## src/rtl/calc_pkg.sv

```systemverilog
// Shared definitions for the calculator stack sequencer: opcodes, FSM states,
// default operand width and a small opcode helper.
package calc_pkg;

  localparam int WIDTH_DEF = 32;

  typedef enum logic [2:0] {
    OP_ADD = 3'b000,
    OP_SUB = 3'b001,
    OP_MUL = 3'b010,
    OP_AND = 3'b011,
    OP_OR  = 3'b100,
    OP_XOR = 3'b101,
    OP_NEG = 3'b110,
    OP_ILL = 3'b111
  } op_e;

  typedef enum logic [3:0] {
    S_IDLE,
    S_CHECK,
    S_G1,
    S_WAIT_B,
    S_EXEC,
    S_MUL,
    S_WRITE,
    S_G2,
    S_WAIT_W,
    S_FIN
  } state_e;

  // Minimum stack depth an opcode needs: NEG works on the top only.
  function automatic logic [1:0] min_depth(op_e op);
    return (op == OP_NEG) ? 2'd1 : 2'd2;
  endfunction

endpackage

```

## src/rtl/seq_mul.sv

```systemverilog
// Iterative shift-add multiplier: one multiplier bit per cycle over WIDTH
// cycles, with a 2*WIDTH-bit {hi, lo} accumulator. done is high during the
// cycle whose closing edge performs the final step.
module seq_mul #(
  parameter int WIDTH = 32
) (
  input  logic             clk,
  input  logic             reset_n,
  input  logic             start,
  input  logic [WIDTH-1:0] a,
  input  logic [WIDTH-1:0] b,
  output logic [WIDTH-1:0] result,
  output logic             carry,
  output logic             done
);

  localparam int CNT_W = $clog2(WIDTH + 1);

  logic [WIDTH-1:0] mcand_q;
  logic [WIDTH-1:0] hi_q;
  logic [WIDTH-1:0] lo_q;
  logic [CNT_W-1:0] cnt_q;
  logic [WIDTH:0]   sum;

  // Partial sum: add the multiplicand into the upper half when the current multiplier bit is set.
  always_comb begin
    sum = lo_q[0] ? ({1'b0, hi_q} + {1'b0, mcand_q}) : {1'b0, hi_q};
  end

  // Load operands on start, then shift the accumulator right once per cycle.
  // NOTE: state registers use non-blocking assignment so every flop samples pre-edge values.
  always_ff @(posedge clk or negedge reset_n) begin
    if (!reset_n) begin
      mcand_q <= '0;
      hi_q    <= '0;
      lo_q    <= '0;
      cnt_q   <= '0;
    end else if (start) begin
      mcand_q <= a;
      hi_q    <= '0;
      lo_q    <= b;
      cnt_q   <= CNT_W'(WIDTH);
    end else if (cnt_q != '0) begin
      hi_q  <= sum[WIDTH:1];
      lo_q  <= {sum[0], lo_q[WIDTH-1:1]};
      cnt_q <= cnt_q - CNT_W'(1);
    end
  end

  assign result = lo_q;
  assign carry  = |hi_q;
  assign done   = (cnt_q == CNT_W'(1));

endmodule

```

## src/rtl/stack_alu_seq.sv

```systemverilog
// Stack ALU sequencer: accepts one command, pops/reads operands from the
// operand stack, computes b OP a (or -a), writes the result back over the
// top, and reports completion with a one-cycle done pulse plus sticky flags.
module stack_alu_seq
  import calc_pkg::*;
#(
  parameter int WIDTH  = WIDTH_DEF,
  parameter int SIZE_W = 10
) (
  input  logic              clk,
  input  logic              reset_n,
  input  logic              cmd_valid,
  input  logic [2:0]        cmd_op,
  output logic              cmd_ready,
  output logic              busy,
  output logic              done,
  output logic              err_underflow,
  output logic              err_illegal,
  output logic              err_stack,
  output logic              carry,
  output logic              st_push,
  output logic              st_pop,
  output logic              st_replace,
  output logic [WIDTH-1:0]  st_data,
  input  logic [WIDTH-1:0]  st_top,
  input  logic [SIZE_W-1:0] st_size,
  input  logic              st_vld,
  input  logic              st_error
);

  state_e state_q, state_d;
  op_e    op_q;

  logic [WIDTH-1:0]  a_q, b_q, res_q;
  logic              res_c_q;
  logic [WIDTH:0]    alu_full;
  logic [SIZE_W-1:0] need;
  logic              accept;

  logic pop_d, rep_d, done_d;
  logic set_ill, set_uf, set_se;
  logic latch_a, latch_b, exec_en, write_en, mul_start;

  logic [WIDTH-1:0] mul_result;
  logic             mul_carry, mul_done;

  assign accept  = cmd_valid && (state_q == S_IDLE);
  assign need    = SIZE_W'(min_depth(op_q));
  assign st_push = 1'b0;

  seq_mul #(.WIDTH(WIDTH)) u_mul (
    .clk     (clk),
    .reset_n (reset_n),
    .start   (mul_start),
    .a       (a_q),
    .b       (b_q),
    .result  (mul_result),
    .carry   (mul_carry),
    .done    (mul_done)
  );

  // Single-cycle ALU for every op except MUL; bit WIDTH is carry/borrow.
  always_comb begin
    alu_full = '0;
    case (op_q)
      OP_ADD:  alu_full = {1'b0, b_q} + {1'b0, a_q};
      OP_SUB:  alu_full = {1'b0, b_q} - {1'b0, a_q};
      OP_AND:  alu_full = {1'b0, b_q & a_q};
      OP_OR:   alu_full = {1'b0, b_q | a_q};
      OP_XOR:  alu_full = {1'b0, b_q ^ a_q};
      OP_NEG:  alu_full = {1'b0, {WIDTH{1'b0}} - a_q};
      default: alu_full = '0;
    endcase
  end

  // FSM state register.
  always_ff @(posedge clk or negedge reset_n) begin
    if (!reset_n) state_q <= S_IDLE;
    else          state_q <= state_d;
  end

  // Next-state and per-cycle control decode.
  // NOTE: every signal gets a default before the case so no path infers a latch.
  always_comb begin
    state_d   = state_q;
    pop_d     = 1'b0;
    rep_d     = 1'b0;
    set_ill   = 1'b0;
    set_uf    = 1'b0;
    set_se    = 1'b0;
    latch_a   = 1'b0;
    latch_b   = 1'b0;
    exec_en   = 1'b0;
    write_en  = 1'b0;
    mul_start = 1'b0;
    case (state_q)
      S_IDLE:   if (cmd_valid) state_d = S_CHECK;
      S_CHECK: begin
        if (st_vld) begin
          if (op_q == OP_ILL) begin
            set_ill = 1'b1;
            state_d = S_FIN;
          end else if (st_size < need) begin
            set_uf  = 1'b1;
            state_d = S_FIN;
          end else if (op_q == OP_NEG) begin
            latch_a = 1'b1;
            state_d = S_EXEC;
          end else begin
            latch_a = 1'b1;
            pop_d   = 1'b1;
            state_d = S_G1;
          end
        end
      end
      S_G1: begin
        if (st_error) begin
          set_se  = 1'b1;
          state_d = S_FIN;
        end else begin
          state_d = S_WAIT_B;
        end
      end
      S_WAIT_B: begin
        if (st_error) begin
          set_se  = 1'b1;
          state_d = S_FIN;
        end else if (st_vld) begin
          latch_b = 1'b1;
          state_d = S_EXEC;
        end
      end
      S_EXEC: begin
        if (op_q == OP_MUL) begin
          mul_start = 1'b1;
          state_d   = S_MUL;
        end else begin
          exec_en = 1'b1;
          state_d = S_WRITE;
        end
      end
      S_MUL:    if (mul_done) state_d = S_WRITE;
      S_WRITE: begin
        rep_d    = 1'b1;
        write_en = 1'b1;
        state_d  = S_G2;
      end
      S_G2: begin
        if (st_error) set_se = 1'b1;
        state_d = S_FIN;
        if (!st_error) state_d = S_WAIT_W;
      end
      S_WAIT_W: begin
        if (st_error) begin
          set_se  = 1'b1;
          state_d = S_FIN;
        end else if (st_vld) begin
          state_d = S_FIN;
        end
      end
      S_FIN:    state_d = S_IDLE;
      default:  state_d = S_IDLE;
    endcase
    done_d = (state_d == S_FIN) && (state_q != S_FIN);
  end

  // Registered outputs, operand latches and sticky result flags.
  always_ff @(posedge clk or negedge reset_n) begin
    if (!reset_n) begin
      op_q          <= OP_ADD;
      a_q           <= '0;
      b_q           <= '0;
      res_q         <= '0;
      res_c_q       <= 1'b0;
      st_data       <= '0;
      st_pop        <= 1'b0;
      st_replace    <= 1'b0;
      done          <= 1'b0;
      carry         <= 1'b0;
      err_underflow <= 1'b0;
      err_illegal   <= 1'b0;
      err_stack     <= 1'b0;
      busy          <= 1'b0;
      cmd_ready     <= 1'b1;
    end else begin
      if (accept) begin
        op_q          <= op_e'(cmd_op);
        carry         <= 1'b0;
        err_underflow <= 1'b0;
        err_illegal   <= 1'b0;
        err_stack     <= 1'b0;
      end
      if (set_ill) err_illegal   <= 1'b1;
      if (set_uf)  err_underflow <= 1'b1;
      if (set_se)  err_stack     <= 1'b1;
      if (latch_a) a_q <= st_top;
      if (latch_b) b_q <= st_top;
      if (exec_en) begin
        res_q   <= alu_full[WIDTH-1:0];
        res_c_q <= alu_full[WIDTH];
      end
      if (write_en) begin
        st_data <= (op_q == OP_MUL) ? mul_result : res_q;
        carry   <= (op_q == OP_MUL) ? mul_carry  : res_c_q;
      end
      st_pop     <= pop_d;
      st_replace <= rep_d;
      done       <= done_d;
      busy       <= (state_d != S_IDLE);
      cmd_ready  <= (state_d == S_IDLE);
    end
  end

endmodule

```

## config.mk

```make
export PLATFORM = sky130hd
export DESIGN_NAME = stack_alu_seq
export DESIGN_NICKNAME = d
export VERILOG_FILES = /design/src/rtl/calc_pkg.sv /design/src/rtl/seq_mul.sv /design/src/rtl/stack_alu_seq.sv
export SDC_FILE = /design/constraint.sdc
export NUM_CORES = 1
export LEC_CHECK = 0
export CAP_MARGIN = 30
export CORE_ASPECT_RATIO = 1.2
export CORE_UTILIZATION = 45
export DETAILED_ROUTE_END_ITERATION = 8
export GPL_ROUTABILITY_DRIVEN = 0
export SLEW_MARGIN = 20
export SYNTH_ARGS = -nofsm -noshare
export SYNTH_HDL_FRONTEND = slang
export SYNTH_SLANG_ARGS = --single-unit
```

## constraint.sdc

```tcl
create_clock -name clk -period 5.5 [get_ports clk]
set_input_delay 0.825 -clock clk [delete_from_list [all_inputs] [get_ports clk]]
set_output_delay 0.825 -clock clk [all_outputs]
set_load 0.05 [all_outputs]
```

# Yosys cells after proc, flatten, opt, wreduce, memory -nomap -nowiden

Index checks and enable logic that the tools add are counted.

Magnitude comparators: 1
Reduce and logical (&&, ||, !) cells: 14
Multiplexer cells: 56
Add/sub/neg operators: 5
Bitwise operators: 3
Eq/ne operators: 18

Operators with widths:

| cell                                                                | number |
|---|---|
| 33-bit case mux with 6 select lines                                 | 1 |
| 32-bit two-way mux                                                  | 5 |
| 32-bit by 32-bit adder with 33-bit output                           | 2 |
| 4-bit two-way mux                                                   | 10 |
| 4-bit case mux with 9 select lines                                  | 1 |
| 1-bit two-way mux                                                   | 33 |
| 33-bit two-way mux                                                  | 1 |
| 32-bit by 32-bit subtractor with 33-bit output                      | 1 |
| 32-bit bitwise AND                                                  | 1 |
| 32-bit OR                                                           | 1 |
| 32-bit OR reduction                                                 | 1 |
| 1-bit by 32-bit subtractor with 32-bit output, first input constant | 1 |
| 32-bit bitwise XOR                                                  | 1 |
| 4-bit by 3-bit == test with 1-bit output, second input constant     | 4 |
| 3-bit == test, second input constant                                | 4 |
| 6-bit two-way mux                                                   | 2 |
| 10-bit by 2-bit less-than comparator with 1-bit output              | 1 |
| 2-bit nonzero test                                                  | 5 |
| 4-bit by 2-bit == test with 1-bit output, second input constant     | 2 |
| 4-bit == test, second input constant                                | 2 |
| 4-bit logical NOT                                                   | 2 |
| 3-bit by 2-bit == test with 1-bit output, second input constant     | 2 |
| 6-bit by 1-bit == test with 1-bit output, second input constant     | 1 |
| 6-bit nonzero test                                                  | 1 |
| other kinds (10)                                                    | 12 |

Flip-flop bits (word level): 247
Output and inout port bits: 42
Word-level logic and storage cells: 117
Input port bits: 50

# Longest topological paths before layout

Depth after elaboration: 9
Depth in mapped cells: 21
Depth with buffers taken out: 19

# By module

From an unflattened synthesis, not the netlist that was laid out.

Cells, all modules: 1952
Area, all modules: 17216.5 µm²

Modules (own cells, without submodules):

| module        | seq. area each (µm²) | area an instance (µm²) | cells an instance | instances |
|---|---|---|---|---|
| stack_alu_seq | 3629.7               | 10807.9                | 1270              | 1 |
| seq_mul       | 2552.4               | 6408.6                 | 682               | 1 |

# Worst setup path before layout

No wires, ideal clock.

Kind: register to register
Start point: reg a_q[0]
End point: reg res_q[28]
Slack: 1429 ps
Data required time: 5374 ps
Stages on the path, launching flop included: 19
Arrival: 3945 ps
Clock period less this slack: 4071 ps
Library setup time: 126 ps
Path buffers: 1
Path through: dfrtp_1 inv_1 ha_1 or3b_2 nand4b_1 nor3_1 nor2_1 xnor2_1 ha_1 clkbuf_1 nand3_1 nor2_1 a211oi_1 o21ai_0 a31oi_1 a22oi_1 a21oi_1 xnor2_1 a221o_1

Word-level cells in the longest chain between the ends: 2
Elaborated cells on any way between the ends: 4
Those cells by class: add/sub: 3; mux: 1

Ends and longest elaborated chain:

| item                                                                        | RTL line             | RTL |
|---|---|---|
| start: declaration                                                          | stack_alu_seq.sv:34  | `logic [WIDTH-1:0] a_q, b_q, res_q;` |
| start signal: assignment                                                    | stack_alu_seq.sv:196 | `if (latch_a) a_q <= st_top;` |
| 1-bit by 32-bit subtractor with 32-bit output, or another cell as far along | stack_alu_seq.sv:71  | `OP_NEG: alu_full = {1'b0, {WIDTH{1'b0}} - a_q};` |
| 33-bit case mux with 6 select lines (*)                                     | stack_alu_seq.sv:65  | `case (op_q)` |
| end signal: assignment                                                      | stack_alu_seq.sv:199 | `res_q <= alu_full[WIDTH-1:0];` |
| end: declaration                                                            | stack_alu_seq.sv:34  |  |

Every way passes the cells marked *; elsewhere a longest branch is shown, timed or not.
A chain may end at the register's enable or synchronous reset.

# Worst setup path after layout

Start point: reg a_q[0]
End point: reg res_q[31]

The elaborated chain is that of the path after synthesis.

==> qor.csv <==
metric,value,unit
number of global-route vias before repair,14000,
max-slew violation count,0,
Post-Syn Area,0.0165,sq mm
initial antenna violation count,1,
setup TNS,0,ns
Crit-path slowest cell,or3b_2,
Critical Path End,res_q[31],
core box area,0.0360,sq mm
"EDFF count, synth",0,
initial core utilization,45.9,%
Post-DP Area,0.0178,sq mm
fmax,204,MHz
R2R Path End,res_q[31],
sequential element share of the synthesized area,37.4,%
peak per-stage delay on the critical path,0.53,ns
Netlist cell types,68,
Critical Path Source,a_q[0],
Worst Reg-to-Reg Cells,19,
top post-synthesis cells by area,"dfrtp_1, ha_1, o21ai_0, nand2_1, xnor2_1",
"most common cell after layout, fill and taps aside",dfrtp_1,
#FFs+latches synth,247,
Final Critical Period,4.89,ns
post-synth top area share,37.2,%
drt wl/cell,20.1,um
critical path class,flop to flop,
Worst Path Required,5.92,ns
Multi-input gate area,0.00961,sq mm
post-layout util,52.2,%
Total Nets Final,2118,
Reg2Reg Setup Slack,0.61,ns
period utilisation layout,89.0,%
storage element area,0.00618,sq mm
PortBufs,90,
post-synth top area cell,dfrtp_1,
fin area,0.0188,sq mm
Detailed Place HPWL,34700,um
Chip Height,212,um
Avg Inst Size Synth,8.67,sq um
worst-skew pair later-pin latency,0.57,ns
final worst setup slack,0.607,ns
DRC Markers,0,
Post-CTS Setup Inserts,0,
GRT Total Usage,26.3,%
pre-CTS setup slack,0.735,ns
H-Tree Depth,1,
clock tree sinks,247,
reg-to-reg startpoint,a_q[0],
TritonCTS buffer count,28,
"Setup violations, final",0,
Root Driver,clkbuf_16,
critical-path cell list,inv_1 -> ha_1 -> or3b_2 -> nor3_1 -> and3_1 -> nand4_1 -> nor2_1 -> nor2_1 -> xnor2_1 -> ha_1 -> a21o_1 -> a21o_1 -> a21oi_1 -> nor2b_1 -> nor3_1 -> o21ai_0 -> a31oi_1 -> mux2i_1 -> o21ai_0,
RSZ-0062 raised after global routing,no,
Mapped Cells,1907,
Syn Nets,2091,
layout cells sized above 1,6.39,%
worst slew pin tran,0.918,ns
I/O pin total,92,
Startpoint Class,flop,
Clock Skew,0.0143,ns
slew margin rel.,38.8,%
Area Growth Syn to Fin,13.9,%
Row Count,76,
grt ovf,0,
Vias/cell,5.88,
final hold violations,0,
post_cts resized,0,
TritonCTS clock tree,done,
status,"finished, final reports clean",
"Top FF cell, synth",dfrtp_1,
largest fanout on the critical path,7,
drt first pass iters,5,
largest net degree at the start of global routing,121,
ys async rst share,100,%
Yosys warning total,0,
die area,0.0375,sq mm
Ant. Diodes,0,
first-pass GRT wire length,77400,um
DRT antenna net count,0,
Max Cap Viol,0,
hold_buf cts,0,
Worst Path Arrival,5.31,ns
Fillers,3377,
initial drt markers,1110,
Via Count,14300,
clk slew on worst S/H paths,0.06,ns
"commonest non-fill, non-tap cells in the layout","dfrtp_1, nand2_1, o21ai_0",
Max Root-Sink Buffers,3,
CP endpoint kind,flop,
final WL,48700,um
HP Class,input pin to async pin,
die width,177,um
-- cell type report --
class,count,share of cell area (%)
flip-flops and latches,247,32.9
repair buffers,112,5.84
well taps,468,3.11
clock buffers,45,4.81
inverters,93,1.85
clock inverters,6,0.459
multi-input cells,1452,51.1
-- state kept, by name (all words and copies together) (netlist names) --
register and count:
st_pop 1, err_illegal 1, res_c_q 1, res_q 32, a_q 32, st_data 32, u_mul.cnt_q 6, err_underflow 1
op_q 3, u_mul.result 32, state_q 4, carry 1, err_stack 1, busy 1, u_mul.hi_q 32, done 1
cmd_ready 1, u_mul.mcand_q 32, st_replace 1, b_q 32
-- synthesized netlist by cell type, types with 11 or more instances --
cell,n
a22o_1,16
nand3_1,35
a211oi_1,19
nand2b_1,17
nand4_1,13
a21o_1,32
or3_1,11
clkbuf_1,104
xor2_1,22
ha_1,132
dfrtp_1,246
nor2b_1,20
mux2i_1,55
inv_1,89
o21ai_0,187
nor2_1,175
nand2_1,225
a21oi_1,133
a31oi_1,45
mux2_2,35
nor4_1,19
xnor2_1,91
a222oi_1,25
nor3_1,27
-- cells by family after synthesis --
group / share of synthesized area, %
AOI/OAI and AO/OA: 20.1
xor gates and xnor gates: 5.99
adders and majority gates: 10.2
buffers and inverters: 4.75
DFF: 37.4
muxes: 5.71
other: 0.0227
and+or+nand+nor: 15.8
-- worst min-delay path by stage --
stage / start / end / cells after the start
floorplan: res_q[0] / res_q[0] / 2
global placement: res_q[2] / res_q[2] / 2
detailed placement: u_mul.mcand_q[26] / u_mul.mcand_q[26] / 2
CTS: reset_n / u_mul.cnt_q[5] / 1
global route: reset_n / u_mul.cnt_q[5] / 1
finish: reset_n / u_mul.cnt_q[5] / 1
-- per-layer routing --
layer  vias to the layer above  track usage (%)  share of wire [%]
met4                         2             7.67                2.4
li1                       6823                -                  -
met3                        80             3.00                5.6
met1                      6926             36.7                 46
met2                       423             42.6                 46
met5                         -                0              0.027
-- metrics by stage --
stage | hold WS (ns) | instances
detailed placement | 0.477 | 2372
finish | 0.235 | 2423
floorplan | 0.449 | 1907
CTS | 0.246 | 2423
global placement | 0.465 | 2370
global route | 0.271 | 2423
-- worst max-delay path: cells and delay by family (launching register included) --
kind,cells,cell delay [ns]
adders and majority gates,2,0.61
muxes,1,0.22
and+or+nand+nor,8,2.03
xor gates and xnor gates,1,0.13
DFF,1,0.42
AOI/OAI and AO/OA,6,1.19
buffers and inverters,1,0.16
Power is not shown: default switching activity piles up to over one toggle a cycle in this logic, so the estimate is an artifact.
